$ cat src/rtl/ifu_fetch.sv
// ifu_fetch: single-outstanding instruction fetch unit feeding the decode stage.
// Latency: a request accepted in cycle N gives inst_valid in cycle N+2 at the earliest.
// Backpressure: one imem request in flight; a held instruction blocks further fetch until decode takes it.
//
// Ports:
//   clk, rst_n                       clock, asynchronous active-low reset
//   redirect_valid, redirect_target  taken branch/jump; restarts fetch at the target
//   imem_req_valid/ready/addr        instruction request (valid/ready handshake)
//   imem_resp_valid/data             response, exactly one per accepted request
//   inst_valid/ready, inst, inst_pc  instruction offered to decode (valid/ready handshake)
//   misalign                         sticky misaligned-redirect trap flag
//
// Build option IFU_MISALIGN_CHECK_EN: when defined, a redirect to a target that is not
// word aligned parks the unit in TRAP (misalign=1, no fetch) until reset. When undefined
// the low two target bits are ignored and misalign is constant 0.
module ifu_fetch #(
  parameter logic [31:0] RESET_PC = 32'h8000_0000
) (
  input  logic        clk,
  input  logic        rst_n,
  input  logic        redirect_valid,
  input  logic [31:0] redirect_target,
  output logic        imem_req_valid,
  input  logic        imem_req_ready,
  output logic [31:0] imem_req_addr,
  input  logic        imem_resp_valid,
  input  logic [31:0] imem_resp_data,
  output logic        inst_valid,
  input  logic        inst_ready,
  output logic [31:0] inst,
  output logic [31:0] inst_pc,
  output logic        misalign
);

  typedef enum logic [2:0] {
    S_IDLE,
    S_REQ,
    S_WAIT,
    S_HOLD,
    S_TRAP
  } state_e;

  state_e      state_q;
  logic [31:0] pc_q;
  logic        drop_q;     // the response still in flight belongs to a squashed path
  logic        req_vld_q;
  logic        inst_vld_q;
  logic [31:0] inst_q;
  logic [31:0] inst_pc_q;

  logic [31:0] redir_tgt;
  logic        redir_bad;

`ifdef IFU_MISALIGN_CHECK_EN
  // A misaligned target never reaches pc_q: it diverts to TRAP instead.
  assign redir_tgt = redirect_target;
  assign redir_bad = redirect_valid && (redirect_target[1:0] != 2'b00);
  assign misalign  = (state_q == S_TRAP);
`else
  assign redir_tgt = redirect_target & 32'hFFFF_FFFC;
  assign redir_bad = 1'b0;
  assign misalign  = 1'b0;
`endif

  always_ff @(posedge clk or negedge rst_n) begin
    if (!rst_n) begin
      state_q    <= S_IDLE;
      pc_q       <= RESET_PC;
      drop_q     <= 1'b0;
      req_vld_q  <= 1'b0;
      inst_vld_q <= 1'b0;
      inst_q     <= 32'h0;
      inst_pc_q  <= 32'h0;
    end else if (redir_bad && (state_q != S_TRAP)) begin
      state_q    <= S_TRAP;
      drop_q     <= 1'b0;
      req_vld_q  <= 1'b0;
      inst_vld_q <= 1'b0;
    end else begin
      case (state_q)
        S_IDLE: begin
          state_q   <= S_REQ;
          req_vld_q <= 1'b1;
          if (redirect_valid) pc_q <= redir_tgt;
        end

        S_REQ: begin
          // Responses seen here are leftovers from before a reset; they are ignored.
          if (redirect_valid) begin
            pc_q <= redir_tgt;
            if (imem_req_ready) begin
              // The old address was accepted in the same cycle: squash its response.
              state_q   <= S_WAIT;
              req_vld_q <= 1'b0;
              drop_q    <= 1'b1;
            end
            // Without a handshake the request simply moves to the new address.
          end else if (imem_req_ready) begin
            state_q   <= S_WAIT;
            req_vld_q <= 1'b0;
          end
        end

        S_WAIT: begin
          if (imem_resp_valid) begin
            if (redirect_valid || drop_q) begin
              state_q   <= S_REQ;
              req_vld_q <= 1'b1;
              drop_q    <= 1'b0;
            end else begin
              state_q    <= S_HOLD;
              inst_vld_q <= 1'b1;
              inst_q     <= imem_resp_data;
              inst_pc_q  <= pc_q;
            end
            if (redirect_valid) pc_q <= redir_tgt;
          end else if (redirect_valid) begin
            pc_q   <= redir_tgt;
            drop_q <= 1'b1;
          end
        end

        S_HOLD: begin
          // A redirect wins even if decode accepts in the same cycle.
          if (redirect_valid) begin
            pc_q       <= redir_tgt;
            state_q    <= S_REQ;
            req_vld_q  <= 1'b1;
            inst_vld_q <= 1'b0;
          end else if (inst_ready) begin
            pc_q       <= pc_q + 32'd4;
            state_q    <= S_REQ;
            req_vld_q  <= 1'b1;
            inst_vld_q <= 1'b0;
          end
        end

        S_TRAP: begin
          // Parked until reset.
          req_vld_q  <= 1'b0;
          inst_vld_q <= 1'b0;
        end

        default: begin
          state_q    <= S_IDLE;
          req_vld_q  <= 1'b0;
          inst_vld_q <= 1'b0;
        end
      endcase
    end
  end

  assign imem_req_valid = req_vld_q;
  assign imem_req_addr  = pc_q;
  assign inst_valid     = inst_vld_q;
  assign inst           = inst_q;
  assign inst_pc        = inst_pc_q;

endmodule

$ cat config.mk
export PLATFORM = sky130hd
export DESIGN_NAME = ifu_fetch
export DESIGN_NICKNAME = d
export VERILOG_FILES = /design/src/rtl/ifu_fetch.sv
export SDC_FILE = /design/constraint.sdc
export NUM_CORES = 1
export LEC_CHECK = 0
export BUFFER_PORTS_ARGS = -buffer_cell sky130_fd_sc_hd__buf_2
export CAP_MARGIN = 30
export CORE_ASPECT_RATIO = 0.9
export CORE_MARGIN = 3
export CORE_UTILIZATION = 49
export DETAILED_ROUTE_END_ITERATION = 12
export PLACE_DENSITY_LB_ADDON = 0.15
export SLEW_MARGIN = 5
export SYNTH_ARGS = -nofsm -noshare
export SYNTH_HDL_FRONTEND = slang
export SYNTH_SLANG_ARGS = --single-unit
$ cat constraint.sdc
create_clock -name clk -period 1.96 [get_ports clk]
set_input_delay 0.49 -clock clk [delete_from_list [all_inputs] [get_ports clk]]
set_output_delay 0.49 -clock clk [all_outputs]
set_load 0.01 [all_outputs]
==> summary.txt, run 1 <==
Power
  • Switch share: 33.24%
  • Flop pwr share: 44.9%
  • P_leak: 2.881 nW
  • P_int: 4.513 mW
  • Tot Pwr: 6.760 mW
  • Clock power share: 21.5%
  • Pwr dens: 1176 nW/µm²
  • Worst vdd ir: 0.0005780 V
  • Switching power: 2.247 mW
  • Comb power frac: 33.6%

Outcome
  • Outcome: finished clean

Global routing
  • Pin count of the biggest net entering global routing: 98
  • Initial antenna violation count: 0
  • Overall Global Routing Usage: 22.13%
  • Vias in the first global route: 3702
  • First-pass GRT wire length: 18440 µm
  • Total grt overflow: 0

Die
  • Chip height: 96.77 µm
  • I/O pin count: 169
  • Effective utilization at floorplan: 51.39%
  • Die width: 106.9 µm
  • Num rows: 32
  • Overall die area: 10340 µm²
  • Core area: 8728 µm²

Yosys
  • Yosys cell types: 59
  • Ys Warns: 0
  • Synth Cell Area: 4486 µm²
  • Sequential area share after synthesis: 54.14%
  • Largest family of logic cells by synthesized area: multiplexers
  • FF+latch count, synth: 97
  • Syn Inst Count: 387
  • Top_reg_cell synth: dfrtp_1
  • Compound-Gate Fraction of Synth Area: 10.46%
  • Asr flop ratio synth: 100.0%
  • Number of synthesized flops with an enable pin: 0
  • Adder-cell share of the synthesized area: 0.2789%
  • Synth Area in Simple Gates: 14.06%
  • Syn Area/Cell: 11.59 µm²
  • XOR/XNOR share of the synthesized area: 1.172%
  • Multiplexer area fraction after synthesis: 15.06%

Clock network
  • CTS max path bufs: 2
  • Clock Sinks: 97
  • CTS tree: done
  • # hold bufs at CTS: 0
  • Num CTS Buffers: 9
  • CTS H-Tree Depth: 3
  • Later-pin clock latency in the skew report: 360 ps
  • Register clock-pin slew on the reported worst setup and hold paths: 100 ps
  • Clk root buf: clkbuf_8

STA
  • Clk_skew: 8.582 ps
  • Final Cycle Share: 94.43%
  • Min Tclk post-route: 1851 ps
  • Final hold violation count: 0
  • Tightest Pin Transition: 518.6 ps
  • RSZ-0062 raised after global routing: no
  • Fmax: 540.3 MHz
  • Rel. slew slack: 65.43%
  • Fin. max-slew vios: 0
  • Final setup viols: 0
  • Setup TNS: 0 ps

Setup path
  • Critical path's top delay family: simple AND/OR/NAND/NOR gates
  • Worst Path Max Fanout: 12
  • CP required: 2230 ps
  • Nature of the critical path startpoint: register
  • Crit path arrival time: 2120 ps
  • Slowest stage delay, CP: 510 ps
  • Worst-path cell chain: and4_1, and4_1, a41oi_1, a211oi_1
  • Crit path capture type: register
  • CP Class: reg -> reg
  • Max stage delay cell, worst path: and4_1
  • CP Buf/Inv Count: 0
  • Most used cell, CP: and4_1

Job
  • MaxCap Viol Count: 0

Routing
  • DR vias: 3727
  • Remaining routing DRC violations: 0
  • First drt pass iteration count: 4
  • Vias per cell: 5.417
  • Drt wl/cell: 16.42 µm
  • Antenna viol nets, final: 0
  • Routed WL: 11300 µm
  • Initial DRC count: 231

Layout
  • Antenna fix cells: 0
  • Proportion of layout cells with a drive suffix above 1: 48.15%
  • # fillers: 731
  • Area Overhead vs Synth: 28.09%
  • Layout net count: 635

Placed design
  • Post-DP HPWL: 8308 µm
  • I/O Buffers: 161
  • GPL Wtd Cong: 0.8274

Min path
  • Hold WC Path Type: in -> async
## routing by layer
metal  GRT usage (%)  part of all wire [%]  wire, µm
met4           6.391                   1.5       167
met1           29.52                    43      4879
met5               0                     0         0
met3           4.136                   6.3       713
met2           36.98                    49      5536
## timing repair
item	CTS	global route
buffers inserted	0	0
resized for setup	0	1
endpoints found under the setup margin	0	1
## logic make-up after synthesis
| family | count (synthesis) |
|---|---|
| AOI/OAI and AO/OA | 68 |
| xor gates and xnor gates | 6 |
| adders and majority gates | 1 |
| buffers and inverters | 38 |
| DFF | 97 |
| muxes | 60 |
| other | 1 |
| and+or+nand+nor | 116 |
## worst paths after layout
check | slack [ps] | end | from | cells after the start
max in group asynchronous | 1390 | imem_req_addr[31]$_DFFE_PN1P_ | rst_n | 2
worst max register to register | 110 | imem_req_addr[27]$_DFFE_PN0P_ | imem_req_addr[12]$_DFFE_PN0P_ | 4
min in group clk | 330 | imem_req_addr[11]$_DFFE_PN0P_ | redirect_target[11] | 3
worst min-delay path | 160 | inst[2]$_DFFE_PN0P_ | rst_n | 2
worst max-delay path | 110 | imem_req_addr[27]$_DFFE_PN0P_ | imem_req_addr[12]$_DFFE_PN0P_ | 4
worst min register to register | 490 | inst_pc[15]$_DFFE_PN0P_ | inst_pc[15]$_DFFE_PN0P_ | 2
## registers in the layout, summed over array words and instances (netlist names)
signal,cells
inst,32
inst_valid,1
drop_q,1
imem_req_addr,30
inst_pc,30
state_q,2
imem_req_valid,1
## power groups by stage
stage | clock network, mW | registers [mW] | logic, mW
after floorplan | 0 | 3.37 | 0.954
after global placement | 0 | 3.04 | 2.24
after detailed placement | 0 | 3.08 | 2.30
after CTS | 1.49 | 3.04 | 2.31
after global routing | 1.57 | 3.13 | 2.49
final | 1.45 | 3.04 | 2.27
## Yosys cell counts (3+ instances only)
cell type,count,area (µm²)
dfrtp_1,96,2402
mux2_2,60,675.7
nor2_1,28,105.1
nand2_1,24,90.09
o21ai_0,20,100.1
nand4_1,13,81.33
inv_1,12,45.04
buf_2,9,45.04
nand3_1,8,40.04
a311oi_1,7,61.31
a31oi_1,7,43.79
nor3_1,7,35.03
a21oi_1,6,30.03
and2_1,6,37.54
buf_4,6,45.04
clkbuf_1,5,18.77
xnor2_1,5,43.79
a211oi_1,4,30.03
and3_1,4,25.02
and4_1,4,35.03
nand4b_1,3,26.28
nor4_1,3,18.77
## stage by stage
| stage | setup WS, ps | utilization, % | instance area [µm²] | instances | hold WS (ps) |
|---|---|---|---|---|---|
| 2_1_floorplan | 200.4 | - | 4501 | 391 | 194.4 |
| 3_3_place_gp | 125.3 | 63.17 | 5514 | 672 | 457.8 |
| 3_5_place_dp | 78.25 | 63.17 | 5514 | 672 | 469.1 |
| 4_1_cts | 151.9 | 65.77 | 5741 | 688 | 185.4 |
| 5_1_grt | 30.51 | 65.83 | 5746 | 688 | 201.6 |
| 6_report | 109.2 | 65.83 | 5746 | 688 | 160.1 |
## cell type report
class / count / area, µm² / share of cell area, %
clock buffers: 9 / 123.9 / 2.156
clock inverters: 7 / 102.6 / 1.786
inverters: 13 / 48.80 / 0.8493
multi-input cells: 256 / 1864 / 32.45
flip-flops and latches: 97 / 2429 / 42.27
well taps: 119 / 148.9 / 2.591
repair buffers: 187 / 1028 / 17.90
## layout by cell type, fill, tap and decap left out, types with 7 or more instances in the layout
cell type  count
inv_1         12
nand3_1        8
a311oi_1       7
buf_2        160
a31oi_1        7
clkbuf_8       9
nand4_1       13
nand2_1       24
o21ai_0       20
nor2_1        28
buf_4         25
dfrtp_1       96
mux2_2        60
Power figures use the tool's default switching activity.
==> inputs of run 2 (changes only) <==
Settings changed: CAP_MARGIN 30 to unset, CORE_UTILIZATION 49 to 45.
==> run 2 against run 1 <==
Clock-buffer cell count rose by 2. Critical path depth stayed put. Cell count grew 1.3%. Combinational power is 2% higher. Via count up 1.1%. Critical endpoint unchanged. Critical path type unchanged. Sequential share of layout area decreased by 0.24 points.
==> summary.txt, run 2 (same netlist as run 1, synthesis figures left out) <==
Routing
  • Drt wl/cell: 16.90 µm
  • Routed WL: 11780 µm
  • Initial DRC count: 141
  • Vias per cell: 5.407
  • First drt pass iteration count: 5
  • DR vias: 3769
  • Remaining routing DRC violations: 0
  • Antenna viol nets, final: 0

STA
  • Fmax: 558.8 MHz
  • Fin. max-slew vios: 0
  • Tightest Pin Transition: 515.9 ps
  • WHS: 83.37 ps
  • Final hold violation count: 0
  • Clk_skew: 11.06 ps
  • Final setup viols: 0
  • Min Tclk post-route: 1789 ps
  • Setup TNS: 0 ps
  • Rel. slew slack: 65.61%
  • Final Cycle Share: 91.30%
  • RSZ-0062 raised after global routing: no
  • Final setup margin: 170.5 ps

Die
  • Effective utilization at floorplan: 47.65%
  • I/O pin count: 169
  • Num rows: 33
  • Chip height: 100.7 µm
  • Die width: 111.2 µm
  • Overall die area: 11200 µm²
  • Core area: 9414 µm²

Placed design
  • GPL Wtd Cong: 0.8275
  • I/O Buffers: 161
  • Dpl cell area: 5550 µm²
  • Dpl cells: 681
  • Dpl ws: 114.0 ps
  • Post-DP HPWL: 8849 µm

Layout
  • Proportion of layout cells with a drive suffix above 1: 48.35%
  • Final core occ: 61.38%
  • Layout net count: 641
  • Antenna fix cells: 0
  • Commonest cells after routing, fill and taps aside: buf_2, dfrtp_1, mux2_2
  • # fillers: 811
  • Commonest non-fill, non-tap cell in the layout: buf_2
  • Area Overhead vs Synth: 28.81%
  • Non-filler instance count after layout: 697
  • Max FFs per register: 32
  • Design Area, Final: 5778 µm²

Setup path
  • Worst-path cell chain: and4_1, and4_1, a41oi_1, a211oi_1
  • Reg-to-Reg End: imem_req_addr[27]$_DFFE_PN0P_
  • Crit path capture type: register
  • Max stage delay cell, worst path: and4_1
  • Nature of the critical path startpoint: register
  • Most used cell, CP: and4_1
  • Worst Path Max Fanout: 12
  • Crit path arrival time: 2060 ps
  • CP Buf/Inv Count: 0
  • CP Class: reg -> reg
  • Slowest stage delay, CP: 510 ps
  • Reg2reg setup slack: 170 ps
  • Crit Reg-Reg Startpoint: imem_req_addr[11]$_DFFE_PN0P_
  • CP required: 2230 ps
  • Critical path's top delay family: simple AND/OR/NAND/NOR gates
  • Reg2reg path depth: 4

Power
  • Pwr dens: 1179 nW/µm²
  • P_leak: 2.907 nW
  • Worst vdd ir: 0.0005631 V
  • Tot Pwr: 6.810 mW

Clock network
  • Clock Sinks: 97
  • # resized after CTS: 0
  • CTS tree: done
  • Num CTS Buffers: 9
  • Register clock-pin slew on the reported worst setup and hold paths: 90 ps
  • # hold bufs at CTS: 0
  • Later-pin clock latency in the skew report: 370 ps
  • CTS max path bufs: 2
  • Post-CTS setup buffer count: 0
  • CTS H-Tree Depth: 3
  • Clk root buf: clkbuf_8

Global routing
  • Overall Global Routing Usage: 21.42%
  • Total grt overflow: 0
  • Vias in the first global route: 3773
  • Initial antenna violation count: 0
  • Pin count of the biggest net entering global routing: 41
  • First-pass GRT wire length: 19200 µm

Outcome
  • Outcome: finished clean

Min path
  • Hold WC Path Type: in -> async

Job
  • MaxCap Viol Count: 0
[run 2: cell types whose count changed in the layout (fill, tap and decap cells not counted)]
cell        before  now
buf_12           2    1
buf_4           25   32
clkbuf_1         0    1
clkbuf_8         9   10
clkinv_4         3    2
clkinvlp_4       1    0
nor3_1           6    7
nor3_2           1    0
[run 2: worst register-to-register path, delay by kind of cell, from the launching register on]
family | cells | cell delay [ps]
and+or+nand+nor | 2 | 910
DFF | 1 | 360
AOI/OAI and AO/OA | 2 | 430
[run 2: layer usage]
layer | up-vias | wire length (µm) | track usage [%]
met5 | - | 0 | 0
met4 | 0 | 138 | 5.145
met3 | 15 | 793 | 5.522
met2 | 140 | 5838 | 37.00
met1 | 1827 | 5006 | 27.28
li1 | 1787 | - | -
[run 2: worst max path at each step]
stage	cells after the start	to	start
after floorplan	5	imem_req_addr[12]$_DFFE_PN0P_	imem_req_addr[2]$_DFFE_PN0P_
after global placement	6	imem_req_addr[23]$_DFFE_PN0P_	inst_ready
after detailed placement	6	imem_req_addr[19]$_DFFE_PN0P_	inst_ready
after CTS	4	imem_req_addr[27]$_DFFE_PN0P_	imem_req_addr[9]$_DFFE_PN0P_
after global routing	4	imem_req_addr[27]$_DFFE_PN0P_	imem_req_addr[9]$_DFFE_PN0P_
final	4	imem_req_addr[27]$_DFFE_PN0P_	imem_req_addr[11]$_DFFE_PN0P_
[run 2: cell type report]
type                            count  area (µm²)  share of cell area [%]
Clock buffer                       11       141.4                   2.447
Timing Repair Buffer              193        1061                   18.36
Multi-Input combinational cell    256        1859                   32.18
Inverter                           13       48.80                  0.8445
Clock inverter                      5       86.33                   1.494
Sequential cell                    97        2429                   42.03
Tap cell                          122       152.6                   2.642
[run 2: report_power, final]
| group | leakage (nW) | switching (mW) | internal [mW] |
|---|---|---|---|
| combinational | 1.58 | 1.17 | 1.15 |
| clock | 0.114 | 0.699 | 0.764 |
| sequential | 1.22 | 0.376 | 2.65 |
| total | 2.91 | 2.24 | 4.57 |
